**src/rtl/step_pulse_gen.sv**
```systemverilog
// rtl/step_pulse_gen.sv - button debounce, press strobe and auto-advance step pulse generator
//
// Conditions a raw, bouncing push-button and an auto-mode switch into a clean
// single-cycle advance strobe for a downstream state machine.
//
// Ports:
//   clk        in   1  system clock
//   rst_n      in   1  synchronous active-low reset
//   btn_in     in   1  raw button, asynchronous, may bounce
//   auto_en    in   1  raw auto-advance switch, asynchronous, quasi-static
//   step       out  1  one-cycle advance strobe
//   btn_state  out  1  debounced button level
//   step_count out  8  number of step pulses issued, modulo 256

module step_pulse_gen #(
    parameter logic [15:0] DB_COUNT   = 16'd50_000,
    parameter logic [23:0] TICK_COUNT = 24'd10_000_000
) (
    input  logic       clk,
    input  logic       rst_n,
    input  logic       btn_in,
    input  logic       auto_en,
    output logic       step,
    output logic       btn_state,
    output logic [7:0] step_count
);

    // Synchroniser stages
    logic        b_s1_q, b_s1_d;
    logic        b_s2_q, b_s2_d;
    logic        a_s1_q, a_s1_d;
    logic        a_s2_q, a_s2_d;

    // Debounce
    logic        btn_state_q, btn_state_d;
    logic [15:0] db_cnt_q, db_cnt_d;
    logic        btn_d_q, btn_d_d;

    // Auto timer and output strobe
    logic [23:0] tcnt_q, tcnt_d;
    logic        step_q, step_d;
    logic [7:0]  step_count_q, step_count_d;

    // Events
    logic        press;
    logic        tick;
    logic        tcnt_last;

    always_comb begin
        b_s1_d = btn_in;
        b_s2_d = b_s1_q;
        a_s1_d = auto_en;
        a_s2_d = a_s1_q;
    end

    // A changed level must persist for DB_COUNT consecutive cycles; any
    // cycle back at the accepted level clears the run.
    always_comb begin
        btn_state_d = btn_state_q;
        db_cnt_d    = 16'd0;
        if (b_s2_q != btn_state_q) begin
            if (db_cnt_q == DB_COUNT - 16'd1) begin
                btn_state_d = b_s2_q;
                db_cnt_d    = 16'd0;
            end else begin
                db_cnt_d = db_cnt_q + 16'd1;
            end
        end
        btn_d_d = btn_state_q;
    end

    // Rising edge of the debounced level only; releases are ignored.
    always_comb begin
        press = btn_state_q & ~btn_d_q;
    end

    // A manual press re-phases the timer and swallows a coincident tick, so
    // a collision produces one strobe and the next tick is a full period on.
    always_comb begin
        tcnt_last = (tcnt_q == TICK_COUNT - 24'd1);
        tick      = a_s2_q & tcnt_last & ~press;
        tcnt_d    = tcnt_q + 24'd1;
        if (!a_s2_q || press || tcnt_last) begin
            tcnt_d = 24'd0;
        end
    end

    // Counter advances in the same edge that raises step.
    always_comb begin
        step_d       = press | tick;
        step_count_d = step_count_q;
        if (step_d) begin
            step_count_d = step_count_q + 8'd1;
        end
    end

    always_ff @(posedge clk) begin
        if (!rst_n) begin
            b_s1_q       <= 1'b0;
            b_s2_q       <= 1'b0;
            a_s1_q       <= 1'b0;
            a_s2_q       <= 1'b0;
            btn_state_q  <= 1'b0;
            db_cnt_q     <= 16'd0;
            btn_d_q      <= 1'b0;
            tcnt_q       <= 24'd0;
            step_q       <= 1'b0;
            step_count_q <= 8'd0;
        end else begin
            b_s1_q       <= b_s1_d;
            b_s2_q       <= b_s2_d;
            a_s1_q       <= a_s1_d;
            a_s2_q       <= a_s2_d;
            btn_state_q  <= btn_state_d;
            db_cnt_q     <= db_cnt_d;
            btn_d_q      <= btn_d_d;
            tcnt_q       <= tcnt_d;
            step_q       <= step_d;
            step_count_q <= step_count_d;
        end
    end

    assign step       = step_q;
    assign btn_state  = btn_state_q;
    assign step_count = step_count_q;

endmodule
```
**config.mk**
```make
export PLATFORM = sky130hd
export DESIGN_NAME = step_pulse_gen
export DESIGN_NICKNAME = d
export VERILOG_FILES = /design/src/rtl/step_pulse_gen.sv
export SDC_FILE = /design/constraint.sdc
export NUM_CORES = 1
export LEC_CHECK = 0
export CELL_PAD_IN_SITES_DETAIL_PLACEMENT = 1
export CELL_PAD_IN_SITES_GLOBAL_PLACEMENT = 2
export CORE_MARGIN = 5
export CORE_UTILIZATION = 36
export CTS_CLUSTER_DIAMETER = 50
export DETAILED_ROUTE_END_ITERATION = 10
export HOLD_SLACK_MARGIN = 0.1
export PLACE_DENSITY = 0.78
export SETUP_SLACK_MARGIN = 0.4
export SLEW_MARGIN = 20
export SYNTH_ARGS = -nofsm -noshare
export SYNTH_HDL_FRONTEND = slang
export SYNTH_SLANG_ARGS = --single-unit
export TNS_END_PERCENT = 30
```
**constraint.sdc**
```tcl
create_clock -name clk -period 2.8 [get_ports clk]
set_clock_uncertainty 0.15 [all_clocks]
set_input_delay 0.56 -clock clk [delete_from_list [all_inputs] [get_ports clk]]
set_output_delay 0.56 -clock clk [all_outputs]
set_load 0.05 [all_outputs]
```
* Word-level counts from Yosys, hierarchy flattened
Index checks and enable logic that the tools add are counted.
Word-level totals: register bits after elaboration 55, output and inout port bits 10
Cells by class: add/subtract/negate cells 3, equality and inequality tests 3, bitwise gates (word level) 8, reductions and logical operators 6
Operators with widths (count):
- $add A24 B1 Y24 const B | 1
- $eq A24 B24 Y1 const B | 1
- $add A16 B1 Y16 const B | 1
- $eq A16 B16 Y1 const B | 1
- $add A8 B1 Y8 const B | 1
- $not A1 Y1 | 4
- $and A1 B1 Y1 | 3
- $reduce_or A3 Y1 | 1
- $logic_or A1 B1 Y1 | 2
- $reduce_and A2 Y1 | 1
- $reduce_or A2 Y1 | 1
- $logic_not A1 Y1 | 1
- $ne A1 B1 Y1 | 1
- $or A1 B1 Y1 | 1

* Logic depth before layout (Yosys ltp)
Gate-level depths: netlist of the first run.
depth after elaboration 5, gate-level depth with buffers 6, mapped depth without buffers 5

* Worst setup path after synthesis of the first run
Ideal clock, no wire load.
kind register to register, start reg tcnt_q[0], end reg tcnt_q[2], arrival 1740 ps, slack 793 ps, stages on the path, launching flop included 7, buffers on the path 1, clock period less this slack 2007 ps, cells stage by stage dfxtp_1 -> ha_1 -> nand3_1 -> or4_1 -> o21ai_1 -> buf_2 -> nor2_1
On the way: longest elaborated chain between the ends 3, elaborated cells on any way between the ends 4
RTL lines:
- start: declaration | line 40 | logic [23:0] tcnt_q, tcnt_d;
- start signal: assignment | line 117 | tcnt_q <= tcnt_d;
- parallel branches: the longest is 3 deep, another holds $add A24 B1 Y24
Parallel ways; which one is timed is not known. A chain may end at the register's enable or synchronous reset.

* Final worst setup path of the first run
start reg step_count_q[4], in the netlist step_count[4], end out step_count[4]
RTL lines:
- start: declaration | line 42 | logic [7:0] step_count_q, step_count_d;
- start signal: assignment | line 119 | step_count_q <= step_count_d;
- end: declaration | line 25 | output logic [7:0] step_count
No word-level cell between the ends.

==> results of run 1 <==
[state kept, by name, summed over array words and instances, names as in the netlist]
signal      count
btn_state       1
b_s2_q          1
step_count      8
db_cnt_q       16
b_s1_q          1
tcnt_q         24
a_s2_q          1
btn_d_q         1
step            1
a_s1_q          1
[metrics by stage]
stage,hold WS [ns],instance area (µm²),cells,power (W)
global placement,0.267,2880,418,0.000884
detailed placement,0.283,2880,418,0.000885
floorplan,0.262,2640,313,0.000860
finish,0.303,3010,426,0.00149
CTS,0.312,3010,426,0.00150
global route,0.330,3010,426,0.00155
[repair_timing]
action                                  4_1_cts  5_1_grt
endpoints found under the setup margin        2        3
resized for setup                             1        1
hold buffers                                  0        0
setup buffers                                 0        0
[metal layers]
metal	routed length (µm)	share of wire
met1	3130	0.51
met2	2820	0.46
met3	137	0.022
met4	48	0.0078
met5	0	0
[synthesized netlist by cell type, types with 2 or more instances]
| cell | n |
|---|---|
| o21ai_0 | 8 |
| and4_1 | 7 |
| a31oi_1 | 3 |
| xor2_1 | 10 |
| o211ai_1 | 4 |
| and2_1 | 6 |
| or3_1 | 8 |
| nand2b_1 | 4 |
| inv_1 | 11 |
| mux2i_1 | 3 |
| nor4_1 | 12 |
| nand4_1 | 15 |
| ha_1 | 3 |
| nor4b_1 | 2 |
| buf_2 | 2 |
| and3_1 | 8 |
| clkbuf_1 | 9 |
| nand2_1 | 23 |
| nand3_1 | 25 |
| a21oi_1 | 13 |
| o31ai_1 | 5 |
| xnor2_1 | 15 |
| nor2_1 | 31 |
| nor3_1 | 7 |
| o21a_1 | 2 |
| dfxtp_1 | 55 |
| or4_1 | 5 |
[how the worst min path moves through the flow]
| stage | start | end | slack, ns |
|---|---|---|---|
| 3_5_place_dp | b_s1_q | b_s2_q | 0.28 |
| 5_1_grt | a_s1_q | a_s2_q | 0.33 |
| 6_report | b_s1_q | b_s2_q | 0.30 |
| 4_1_cts | b_s1_q | b_s2_q | 0.31 |
| 2_1_floorplan | a_s1_q | a_s2_q | 0.26 |
| 3_3_place_gp | a_s1_q | a_s2_q | 0.27 |
[layout make-up]
type | count | area (µm²) | area share
well taps | 99 | 124 | 0.0411
inverters | 12 | 45.0 | 0.0150
repair buffers | 18 | 169 | 0.0561
multi-input cells | 234 | 1440 | 0.478
flip-flops and latches | 55 | 1100 | 0.366
clock buffers | 6 | 72.6 | 0.0241
clock inverters | 2 | 60.1 | 0.0200
[power by group]
group	switching (W)	leakage, nW	internal [W]	total (W)
registers	0.0000154	0.444	0.000790	0.000806
logic	0.0000378	0.408	0.0000206	0.0000585
clock network	0.000264	0.0654	0.000358	0.000622
[kinds of logic after synthesis]
logic type / Yosys count
AND/OR/NAND/NOR: 160
flip-flops: 55
AO/OA/AOI/OAI: 43
XOR/XNOR: 25
buffers and inverters: 24
multiplexers: 3
adder cells (fa/ha/maj): 3
==> impl_results.md, run 1 <==
- Yosys warnings: 0
- Primary FF master, synth: dfxtp_1
- CTS tree: yes
- Cell accounting for the most synthesized area: dfxtp_1
- Detailed Place HPWL: 4.31 mm
- Pre-CTS setup slack: 0.579 ns
- Setup TNS: 0 ns
- Fillers: 877
- Most frequent cells in the layout: dfxtp_1, nor2_1, nand3_1, nand2_1
- Commonest non-fill, non-tap cell in the layout: dfxtp_1
- Largest net degree at the start of global routing: 25
- H-Tree Depth: 2
- Mapped Cells: 313
- Drt initial violations: 108
- Mean post-synth cell area: 8.42 µm²
- Share of cells above drive strength 1: 0.0550
- Slew HR: 0.633
- Global routing met1 resource utilization: 0.194
- WP data arrival: 1.67 ns
- CP endpoint kind: output pin
- M2 GR Usage: 0.233
- Reg2Reg Depth: 6
- Critical path depth: 1
- Antenna violations before repair: 0
- Hold/Removal Path Class: register to register
- Nets: 333
- Peak supply drop: 198 µV
- Core area: 7180 µm²
- Max_cap viols: 0
- Worst path cell trace: clkdlybuf4s50_1
- Root Buffer: clkbuf_8
- Slowest CP cell: clkdlybuf4s50_1
- Largest family of logic cells by synthesized area: simple AND/OR/NAND/NOR gates
- Max Clock Freq: 420 MHz
- Synthesized flop and latch total: 55
- R2r setup slk: 0.58 ns
- Tcrit/Tclk final: 0.850
- Worst skew pair latency: 0.31 ns
- Number of global-route vias before repair: 2150
- # DRC: 0
- Worst setup margin: 0.421 ns
- Clock sink count: 55
- Leak Pwr: 0.918 nW
- Post-synth ARST share: 0
- Tightest Pin Transition: 0.546 ns
- Worst Hold Depth: 1
- Final WL: 6.14 mm
- Final Core Density: 0.420
- Synth top area cells: dfxtp_1, xnor2_1, nand3_1
- Antenna-violating nets left: 0
- Die Wd: 95.6 µm
- Netlist Area Pre-Place: 2640 µm²
- Top Family by Delay on Critical Path: buffers and inverters
- WS Path Type: register to output pin
- Die H: 95.6 µm
- RSZ-0062 raised after global routing: yes
- Crit path launch: step_count[4]
- Vias: 2261
- ANT cells: 0
- Clk buf depth: 2
- Post-Synth Adder-Cell Area: 0.0142
- Hold Violations, Final: 0
- Worst-path clk slew: 0.11 ns
- Multiplexer area fraction after synthesis: 0.0114
- Compound-Gate Fraction of Synth Area: 0.108
- Crit path time final: 2.38 ns
- Row count: 31
- Routed vias/inst: 5.31
- Clock buffer count from CTS: 5
- Avg WL per Cell: 14.4 µm
- Startpoint Class: register
- Pwr per Cell Area: 494 nW/µm²
- GRT overflow: 0
- CP peak stage delay: 0.86 ns
- Final setup viols: 0
- Synth Area in Simple Gates: 0.329
- First-pass GRT wire length: 10.4 mm
- Status: finished clean
- Number of synthesized flops with an enable pin: 0
- RR Endpoint: tcnt_q[23]
- Starting density of the core: 0.367
- Post-Syn Nets: 320
- Register area share after synthesis: 0.418
- CP Max Fanout: 8
- GRT Max-Usage Layer: met2
- DRT Pass-1 Iters: 4
- R2r startpoint: tcnt_q[0]
- Synthesis-to-layout area growth: 14.2%
- Worst Path Required: 2.09 ns
- Die ar.: 9130 µm²
- Setup crit end: step_count[4]
- CP bufs+invs: 1
- Slew Limit Fails: 0
- M3 GR Usage: 0.0260
- Global placement routability congestion: 0.785
- IO Count: 14
- Buffers on Ports: 13
- XOR/XNOR share of the synthesized area: 0.0831
- Tot GR Track Use: 0.142
- Number of library cell types mapped by synthesis: 44
- Area share of the largest cell type after synthesis: 0.418
No activity file was read; power rests on OpenSTA's default activity.
==> inputs of run 2 (changes only) <==
Settings changed: CORE_UTILIZATION 36 to 33, PLACE_DENSITY 0.78 to 0.75.
Clock period 2.8 ns to 2.02 ns, I/O delays scaled along.
==> run 2 against run 1 <==
Against the previous run:
- global-route usage down 0.89 points
- via count rose by 6.0%
- sequential cell count unchanged
- clock power up 26%
- cell area is 9.9% higher
- first-iteration DRC count decreased by 39%
- count of clock-buffer cells in the layout did not move
- setup slack got worse by 0.35 ns
- cell count grew 6.3%
- total power is 35% higher
- register-to-register slack worse by 0.51 ns
- critical path type is now register to register
- critical endpoint is now db_cnt_q[4]
- largest power group unchanged
- highest routed layer unchanged
==> impl_results.md, run 2 (synthesized netlist as in run 1, its figures left out) <==
- Worst-path clk slew: 0.11 ns
- Reg with most FFs: tcnt_q
- Combinational share of power: 0.058
- Buffers on Ports: 13
- Sw power: 0.000452 W
- RSZ-0062 raised after global routing: yes
- Starting density of the core: 0.339
- Die ar.: 9880 µm²
- Number of global-route vias before repair: 2273
- Cell Int Power: 0.00155 W
- R2r startpoint: db_cnt_q[7]
- IO Count: 14
- Die H: 99.4 µm
- RR Endpoint: db_cnt_q[4]
- Max Clock Freq: 512 MHz
- Avg WL per Cell: 14.0 µm
- Max_cap viols: 0
- Hold_ws: 0.295 ns
- Antenna-violating nets left: 0
- DRT Pass-1 Iters: 4
- Largest net degree at the start of global routing: 23
- Worst path cell trace: or4b_1 > or4_4 > o21ai_4 > buf_12 > nor2_1
- Share of cells above drive strength 1: 0.199
- Tcrit/Tclk final: 0.967
- Worst skew pair latency: 0.31 ns
- CP bufs+invs: 1
- Status: finished clean
- Switching Fraction: 0.226
- WL met3: 145 µm
- Max FFs per register: 24
- Slowest CP cell: or4b_1
- WS Path Type: register to register
- Routed vias/inst: 5.29
- Hold Violations, Final: 0
- CP peak stage delay: 0.51 ns
- Final Core Density: 0.426
- Crit path time final: 1.95 ns
- CP endpoint kind: register
- Nets: 357
- CP Max Fanout: 16
- Peak supply drop: 256 µV
- H-Tree Depth: 2
- Worst Path Required: 2.08 ns
- Fillers: 935
- Detailed Place HPWL: 4.70 mm
- CTS tree: yes
- Drt initial violations: 66
- Global placement routability congestion: 0.752
- Clock buffer count from CTS: 5
- # DRC: 0
- WL met1: 3.16 mm
- Flop pwr share: 0.552
- Tot GR Track Use: 0.133
- Startpoint Class: register
- Critical path depth: 5
- Vias: 2396
- Setup TNS: 0 ns
- Commonest non-fill, non-tap cell in the layout: dfxtp_1
- Power share of the clock group: 0.390
- ANT cells: 0
- Antenna violations before repair: 0
- Setup crit end: db_cnt_q[4]
- Placed cells: 442
- Final setup viols: 0
- Most frequent cells in the layout: dfxtp_1, buf_4, nor2_1, nand2_1, nand3_1
- Crit path launch: db_cnt_q[7]
- Slew Limit Fails: 0
- Core area: 7770 µm²
- Leak Pwr: 1.06 nW
- Reg2Reg Depth: 5
- Post-route insts no fill: 453
- Root Buffer: clkbuf_8
- R2r setup slk: 0.07 ns
- Top routing layer in use: met4
- Top Family by Delay on Critical Path: simple AND/OR/NAND/NOR gates
- Met2 wire length: 2.97 mm
- Row count: 32
- Slew HR: 0.674
- GRT overflow: 0
- Pwr per Cell Area: 606 nW/µm²
- Clock sink count: 55
- WP data arrival: 2.01 ns
- CTS Hold Bufs: 0
- Tightest Pin Transition: 0.490 ns
- Hold/Removal Path Class: register to register
- First-pass GRT wire length: 11.0 mm
- Die Wd: 99.4 µm
- Synthesis-to-layout area growth: 25.4%
- Final WL: 6.33 mm
- Clk buf depth: 2
[run 2: cell count changes in the layout (fill, tap and decap cells not counted), moves of 4 or more]
| cell | change |
|---|---|
| a21oi_2 | +4 |
| dfxtp_1 | -5 |
| buf_12 | +4 |
| buf_4 | +29 |
| clkdlybuf4s50_1 | -8 |
| a21oi_1 | -4 |
[run 2: worst min-delay path by stage]
stage,from,end,cells past startpoint
CTS,b_s1_q,b_s2_q,1
finish,b_s1_q,b_s2_q,1
floorplan,a_s1_q,a_s2_q,1
global placement,a_s1_q,a_s2_q,1
detailed placement,a_s1_q,a_s2_q,1
global route,a_s1_q,a_s2_q,1
[run 2: routing by layer]
metal  vias to the layer above  GRT usage
met3                         4     0.0252
met2                        22      0.221
met1                      1155      0.177
met5                         -          0
met4                         0     0.0378
li1                       1215          -
[run 2: power groups by stage]
| stage | Sequential, W | Clock, W | Combinational [W] |
|---|---|---|---|
| 2_1_floorplan | 0.00115 | 0 | 0.0000409 |
| 3_3_place_gp | 0.00113 | 0 | 0.000114 |
| 3_5_place_dp | 0.00113 | 0 | 0.000116 |
| 4_1_cts | 0.00111 | 0.000817 | 0.000116 |
| 5_1_grt | 0.00111 | 0.000868 | 0.000125 |
| 6_report | 0.00111 | 0.000781 | 0.000116 |
[run 2: worst reg2reg max path, stage by stage, from the launching register on]
cell and delay [ns]:
dfxtp_2 0.34, or4b_1 0.51, or4_4 0.45, o21ai_4 0.19, buf_12 0.16, nor2_1 0.05
[run 2: timing repair]
| action | in CTS | in global routing |
|---|---|---|
| resized for setup | 1 | 8 |
| hold endpoints to repair | 0 | 0 |
| setup endpoints to repair | 52 | 56 |
| pin swaps | 0 | 3 |
| setup buffers | 0 | 3 |
[run 2: through the flow]
stage | cell area [µm²] | power [W] | setup WS, ns
floorplan | 2720 | 0.00120 | 0.0855
global route | 3310 | 0.00210 | 0.0145
global placement | 3130 | 0.00125 | 0.0840
finish | 3310 | 0.00200 | 0.0674
CTS | 3250 | 0.00204 | 0.0528
detailed placement | 3130 | 0.00125 | 0.0484
[run 2: cell type report]
type | instances | area (µm²) | share of cell area
Multi-Input combinational cell | 234 | 1530 | 0.462
Sequential cell | 55 | 1110 | 0.336
Timing Repair Buffer | 42 | 374 | 0.113
Tap cell | 102 | 128 | 0.0386
Clock buffer | 6 | 82.6 | 0.0250
Inverter | 12 | 45.0 | 0.0136
Clock inverter | 2 | 38.8 | 0.0117
==> inputs of run 3 (changes only) <==
Settings changed: SKIP_LAST_GASP from default to 1.
==> results of run 3 <==
No change in the layout: final DEF, timing and power equal those of run 2.
